$ cat config.mk
export PLATFORM = sky130hd
export DESIGN_NAME = sa_fifo_ctrl_rwsthp_80x17
export DESIGN_NICKNAME = d
export VERILOG_FILES = /design/src/rtl/sa_fifo_ctrl_rwsthp_80x17.sv
export SDC_FILE = /design/constraint.sdc
export NUM_CORES = 1
export LEC_CHECK = 0
export BUFFER_PORTS_ARGS = -buffer_cell sky130_fd_sc_hd__buf_2
export CORE_ASPECT_RATIO = 1.25
export CORE_MARGIN = 4
export CORE_UTILIZATION = 45
export CTS_CLUSTER_DIAMETER = 60
export DETAILED_ROUTE_END_ITERATION = 8
export GPL_TIMING_DRIVEN = 0
export PLACE_DENSITY = 0.79
export REMOVE_ABC_BUFFERS = 1
export SLEW_MARGIN = 20
export SYNTH_ARGS = -nofsm -noshare
export SYNTH_HDL_FRONTEND = slang
export SYNTH_SLANG_ARGS = --single-unit
$ cat constraint.sdc
create_clock -name clk -period 3.7 [get_ports clk]
set_clock_uncertainty 0.1 [all_clocks]
set_input_delay 0.37 -clock clk [delete_from_list [all_inputs] [get_ports clk]]
set_output_delay 0.37 -clock clk [all_outputs]
set_load 0.01 [all_outputs]
$ cat src/rtl/sa_fifo_ctrl_rwsthp_80x17.sv
// FIFO controller that turns the sa_ram_rwsthp_80x17 registered-read RAM into an 80x17 valid/ready FIFO.
// Optional RAM bypass for an empty pipeline: define SA_FIFO_CTRL_BYPASS_EN.
module sa_fifo_ctrl_rwsthp_80x17 #(
    parameter int DEPTH = 80,
    parameter int WIDTH = 17,
    parameter int AW    = 7
) (
    input  logic             clk,
    input  logic             reset_,
    input  logic             wr_pvld,
    output logic             wr_prdy,
    input  logic [WIDTH-1:0] wr_pd,
    output logic             rd_pvld,
    input  logic             rd_prdy,
    output logic [WIDTH-1:0] rd_pd,
    output logic [7:0]       fifo_cnt,
    output logic [AW-1:0]    ram_ra,
    output logic [AW-1:0]    ram_wa,
    output logic             ram_re,
    output logic             ram_ore,
    output logic             ram_we,
    output logic [WIDTH-1:0] ram_di,
    output logic [WIDTH-1:0] ram_dbyp,
    output logic             ram_byp_sel,
    input  logic [WIDTH-1:0] ram_dout
);
    localparam int STAGES = 2;
    localparam logic [AW-1:0] LAST = AW'(DEPTH - 1);

    logic [AW-1:0]     wr_ptr, iss_ptr;
    logic [7:0]        ram_cnt, pending;
    logic [STAGES:1]   vld_pipe;   // [1] = RAM address register / bypass word, [2] = RAM output register
    logic              s1_byp;
    logic [WIDTH-1:0]  byp_data;
    logic              accept, adv, byp, we, re, free;

    always_comb begin
        wr_prdy = reset_ && (ram_cnt < 8'(DEPTH));
        accept  = wr_pvld && wr_prdy;
        adv     = vld_pipe[1] && (!vld_pipe[2] || rd_prdy);
        pending = ram_cnt - {7'd0, vld_pipe[1] && !s1_byp};
`ifdef SA_FIFO_CTRL_BYPASS_EN
        byp     = accept && (pending == '0) && (!vld_pipe[1] || adv);
`else
        byp     = 1'b0;
`endif
        we      = accept && !byp;
        re      = reset_ && (pending != '0) && (!vld_pipe[1] || adv);
        // A slot is released only once its address leaves s1, so M[ra_d] is stable across a stall.
        free    = adv && !s1_byp;
    end

    always_ff @(posedge clk) begin
        if (!reset_) begin
            wr_ptr   <= '0;
            iss_ptr  <= '0;
            ram_cnt  <= '0;
            vld_pipe <= '0;
        end else begin
            if (we) wr_ptr  <= (wr_ptr == LAST)  ? '0 : wr_ptr + 1'b1;
            if (re) iss_ptr <= (iss_ptr == LAST) ? '0 : iss_ptr + 1'b1;
            case ({we, free})
                2'b10:   ram_cnt <= ram_cnt + 8'd1;
                2'b01:   ram_cnt <= ram_cnt - 8'd1;
                default: ram_cnt <= ram_cnt;
            endcase
            if (re || byp)  vld_pipe[1] <= 1'b1;
            else if (adv)   vld_pipe[1] <= 1'b0;
            if (adv)          vld_pipe[2] <= 1'b1;
            else if (rd_prdy) vld_pipe[2] <= 1'b0;
        end
    end

`ifdef SA_FIFO_CTRL_BYPASS_EN
    always_ff @(posedge clk) begin
        if (!reset_) begin
            s1_byp   <= 1'b0;
            byp_data <= '0;
        end else if (re) begin
            s1_byp   <= 1'b0;
        end else if (byp) begin
            s1_byp   <= 1'b1;
            byp_data <= wr_pd;
        end else if (adv) begin
            s1_byp   <= 1'b0;
        end
    end
`else
    assign s1_byp   = 1'b0;
    assign byp_data = '0;
`endif

    assign rd_pd       = ram_dout;
    assign rd_pvld     = reset_ && vld_pipe[2];
    assign fifo_cnt    = reset_ ? 8'(ram_cnt + {7'd0, s1_byp} + {7'd0, vld_pipe[2]}) : 8'd0;
    assign ram_we      = reset_ && we;
    assign ram_wa      = reset_ ? wr_ptr  : '0;
    assign ram_di      = reset_ ? wr_pd   : '0;
    assign ram_re      = re;
    assign ram_ra      = reset_ ? iss_ptr : '0;
    assign ram_ore     = reset_ && adv;
    assign ram_byp_sel = reset_ && s1_byp;
    assign ram_dbyp    = reset_ ? byp_data : '0;
endmodule

==> summary.md <==
| Metric | Value |
|---|---|
| Outcome | `complete, no violations` |
| Pre-antenna DRT Iters | `4` |
| Setup ws final | `241 ps` |
| Static Leak | `1.15 nW` |
| First-pass GRT wire length | `6.82 mm` |
| P_sw | `0.589 mW` |
| Rows | `27` |
| Setup violators final | `0` |
| Synth Register Bits | `24` |
| Hold_buf cts | `0` |
| GP Congestion | `0.784` |
| Post-DP HPWL | `3.48 mm` |
| Initial antenna violation count | `0` |
| Setup crit start kind | `primary input` |
| CTS buffer count | `3` |
| EDFF count, synth | `0` |
| Postcts setup bufs | `0` |
| Flop-to-flop setup slack | `390 ps` |
| CP required | `3760 ps` |
| Clock Sinks | `24` |
| Switch share | `44.5%` |
| Ant. Diodes | `0` |
| Reg power frac | `31.4%` |
| Pre-CTS setup slack | `-41.9 ps` |
| Critical Path End Type | `register` |
| Pwr dens | `587 nW/um^2` |
| Layout cell share with drive strength beyond 1 | `27.6%` |
| Most common cell in the synthesized netlist | `buf_4` |
| Critical Path Fanout Max | `41` |
| CTS tree | `yes` |
| R2R Path End | `ram_cnt[7]` |
| DR DRC count | `0` |
| F_max | `289 MHz` |
| P_int | `0.736 mW` |
| CP cell instances | `buf_2 > nand2b_1 > nor3b_4 > inv_1 > ha_1 > ha_1 > a21o_1 > a31o_2 > o21ai_0 > or3b_2 > mux2i_1` |
| Clock transition at path regs | `90 ps` |
| I/O Pins | `117` |
| Maximum VDD drop | `0.000210 V` |
| Layout Nets | `345` |
| Proportion of power drawn by the clock network | `13.7%` |
| CP max-delay cell | `or3b_2` |
| Fin cells | `351` |
| Vias in the first global route | `1529` |
| Synth Flop Type | `dfxtp_1` |
| Mapped Area | `2040 sq um` |
| Die height | `83.4 um` |
| Slew of the pin with the lowest slew margin | `717 ps` |
| Vias post-DR | `1753` |
| Routed WL per cell | `13.0 um` |
| Initial DRC count | `59` |
| Critical path class | `in2reg` |
| Die X | `68.3 um` |
| Crit path from | `reset_` |
| Comb pwr share | `54.9%` |
| Synth top area share | `23.5%` |
| RSZ-0062 raised after global routing | `no` |
| DP Cell Count | `347` |
| Fin Hold WS | `312 ps` |
| Hold Path Origin | `rd_prdy` |
| Worst Path Arrival | `3520 ps` |
| Fin. max-slew vios | `0` |
| Gr ovfl total | `0` |
| Min-Delay Endpoint | `vld_pipe[2]` |
| Fraction of registers with async set/reset | `0%` |
| Buffers on Ports | `64` |
| Final core utilization | `51.4%` |
| Synth top area cells | `dfxtp_1 24%, buf_4 13%, and2_1 10%` |
| H-tree levels | `1` |
| CTS-repair resized insts | `0` |
| Most common cell on crit path | `ha_1` |
| Worst hold path class | `in2reg` |
| Final ANT Viol Nets | `0` |
| Hold Path Stages | `3` |
| Clock tree buffer depth | `2` |
| Pin count of the biggest net entering global routing | `42` |
| Worst R2R Start | `ram_cnt[4]` |
| Synth cell count leaders | `35 x buf_4, 33 x and2_1, 28 x nor2_1, 24 x dfxtp_1, 12 x ha_1` |
| Synth-to-Final Area Change | `10.4%` |
| Area leader, netlist | `dfxtp_1` |
| Cell depth of the worst flop-to-flop path | `10` |
| Clock Latency Late Sink | `270 ps` |
| Synthesized instance count | `250` |
| Final Hold Vio Count | `0` |
| CTS root buffer | `clkbuf_8` |
| Final WL | `4.58 mm` |
| GR Util All Layers | `15.1%` |
| DIE AREA | `5690 sq um` |
| Via density per instance | `4.99` |
| Register area share after synthesis | `23.5%` |
| Netlist cell types | `47` |
| Final Cycle Share | `93.5%` |
| Relative slew slack | `51.9%` |
| Avg Synthesized Cell Area | `8.18 sq um` |
| Max stage delay on crit path | `460 ps` |
| Crit path time final | `3460 ps` |
| Ys Warns | `0` |
| Max Cap Viol | `0` |
| Core Region | `4390 sq um` |
| Initial core utilization | `46.6%` |
## state kept, by name, indices dropped and copies added (netlist names)
name,flops
ram_cnt,8
iss_ptr,7
wr_ptr,7
vld_pipe,2
## routing by layer
| layer | vias to the layer above | share of wire, % | track usage [%] |
|---|---|---|---|
| li1 | 869 | - | - |
| met1 | 794 | 41 | 17.6 |
| met2 | 86 | 45 | 25.5 |
| met3 | 4 | 13 | 5.14 |
| met4 | 0 | 0.79 | 3.80 |
| met5 | - | 0 | 0 |
## area by class of cell
cell class	count	area, sq um
timing repair buffer	64	320
tap	58	72.6
inverter	7	26.3
sequential	24	480
fill	428	2130
clock buffer	4	55.1
multi-input combinational	194	1300
## critical path, delay by kind of cell
family,cells,cell delay (ps)
adders and majority gates,2,740
muxes,1,130
buffers and inverters,2,600
AOI/OAI and AO/OA,3,570
and+or+nand+nor,3,1090
## power by group through the flow
stage / sequential [mW] / clock (mW) / combinational (mW)
3_5_place_dp: 0.419 / 0 / 0.726
2_1_floorplan: 0.393 / 0 / 0.578
6_report: 0.416 / 0.181 / 0.728
5_1_grt: 0.428 / 0.200 / 0.817
3_3_place_gp: 0.416 / 0 / 0.709
4_1_cts: 0.414 / 0.185 / 0.736
## worst max-delay path by stage
stage | to | slack [ps] | depth (start not counted)
2_1_floorplan | ram_cnt[7] | 630 | 10
3_3_place_gp | ram_cnt[7] | 30 | 11
3_5_place_dp | ram_cnt[7] | -40 | 11
4_1_cts | ram_cnt[7] | 240 | 11
5_1_grt | ram_cnt[7] | 2 | 11
6_report | ram_cnt[7] | 240 | 11
## stage by stage
stage / area (sq um) / power, mW / setup TNS (ps)
after floorplan: 1810 / 0.971 / 0
after global placement: 2200 / 1.13 / 0
after detailed placement: 2200 / 1.14 / -41.9
after CTS: 2260 / 1.34 / 0
after global routing: 2260 / 1.45 / 0
final: 2260 / 1.33 / 0
## cell usage in the layout, fill, tap and decap left out, types with 5 or more instances in the layout
cell type	n
and3_1	6
ha_1	12
xor2_1	11
buf_2	64
nor2_1	28
conb_1	18
a21oi_1	11
mux2i_1	5
and2_1	33
dfxtp_1	24
inv_1	6
xnor2_1	7
nand3_1	8
nand2_1	8
## cell families (layout without fill, tap and decap cells)
| logic type | count (synthesis) | after routing | share of synthesized area [%] |
|---|---|---|---|
| AO/OA/AOI/OAI | 32 | 32 | 12.1 |
| XOR/XNOR | 18 | 18 | 7.71 |
| adder cells (fa/ha/maj) | 13 | 13 | 8.32 |
| buffers and inverters | 49 | 75 | 15.9 |
| flip-flops | 24 | 24 | 23.5 |
| multiplexers | 5 | 5 | 2.45 |
| other | 1 | 18 | 0.183 |
| AND/OR/NAND/NOR | 108 | 108 | 29.8 |
No activity file was read; power rests on OpenSTA's default activity.
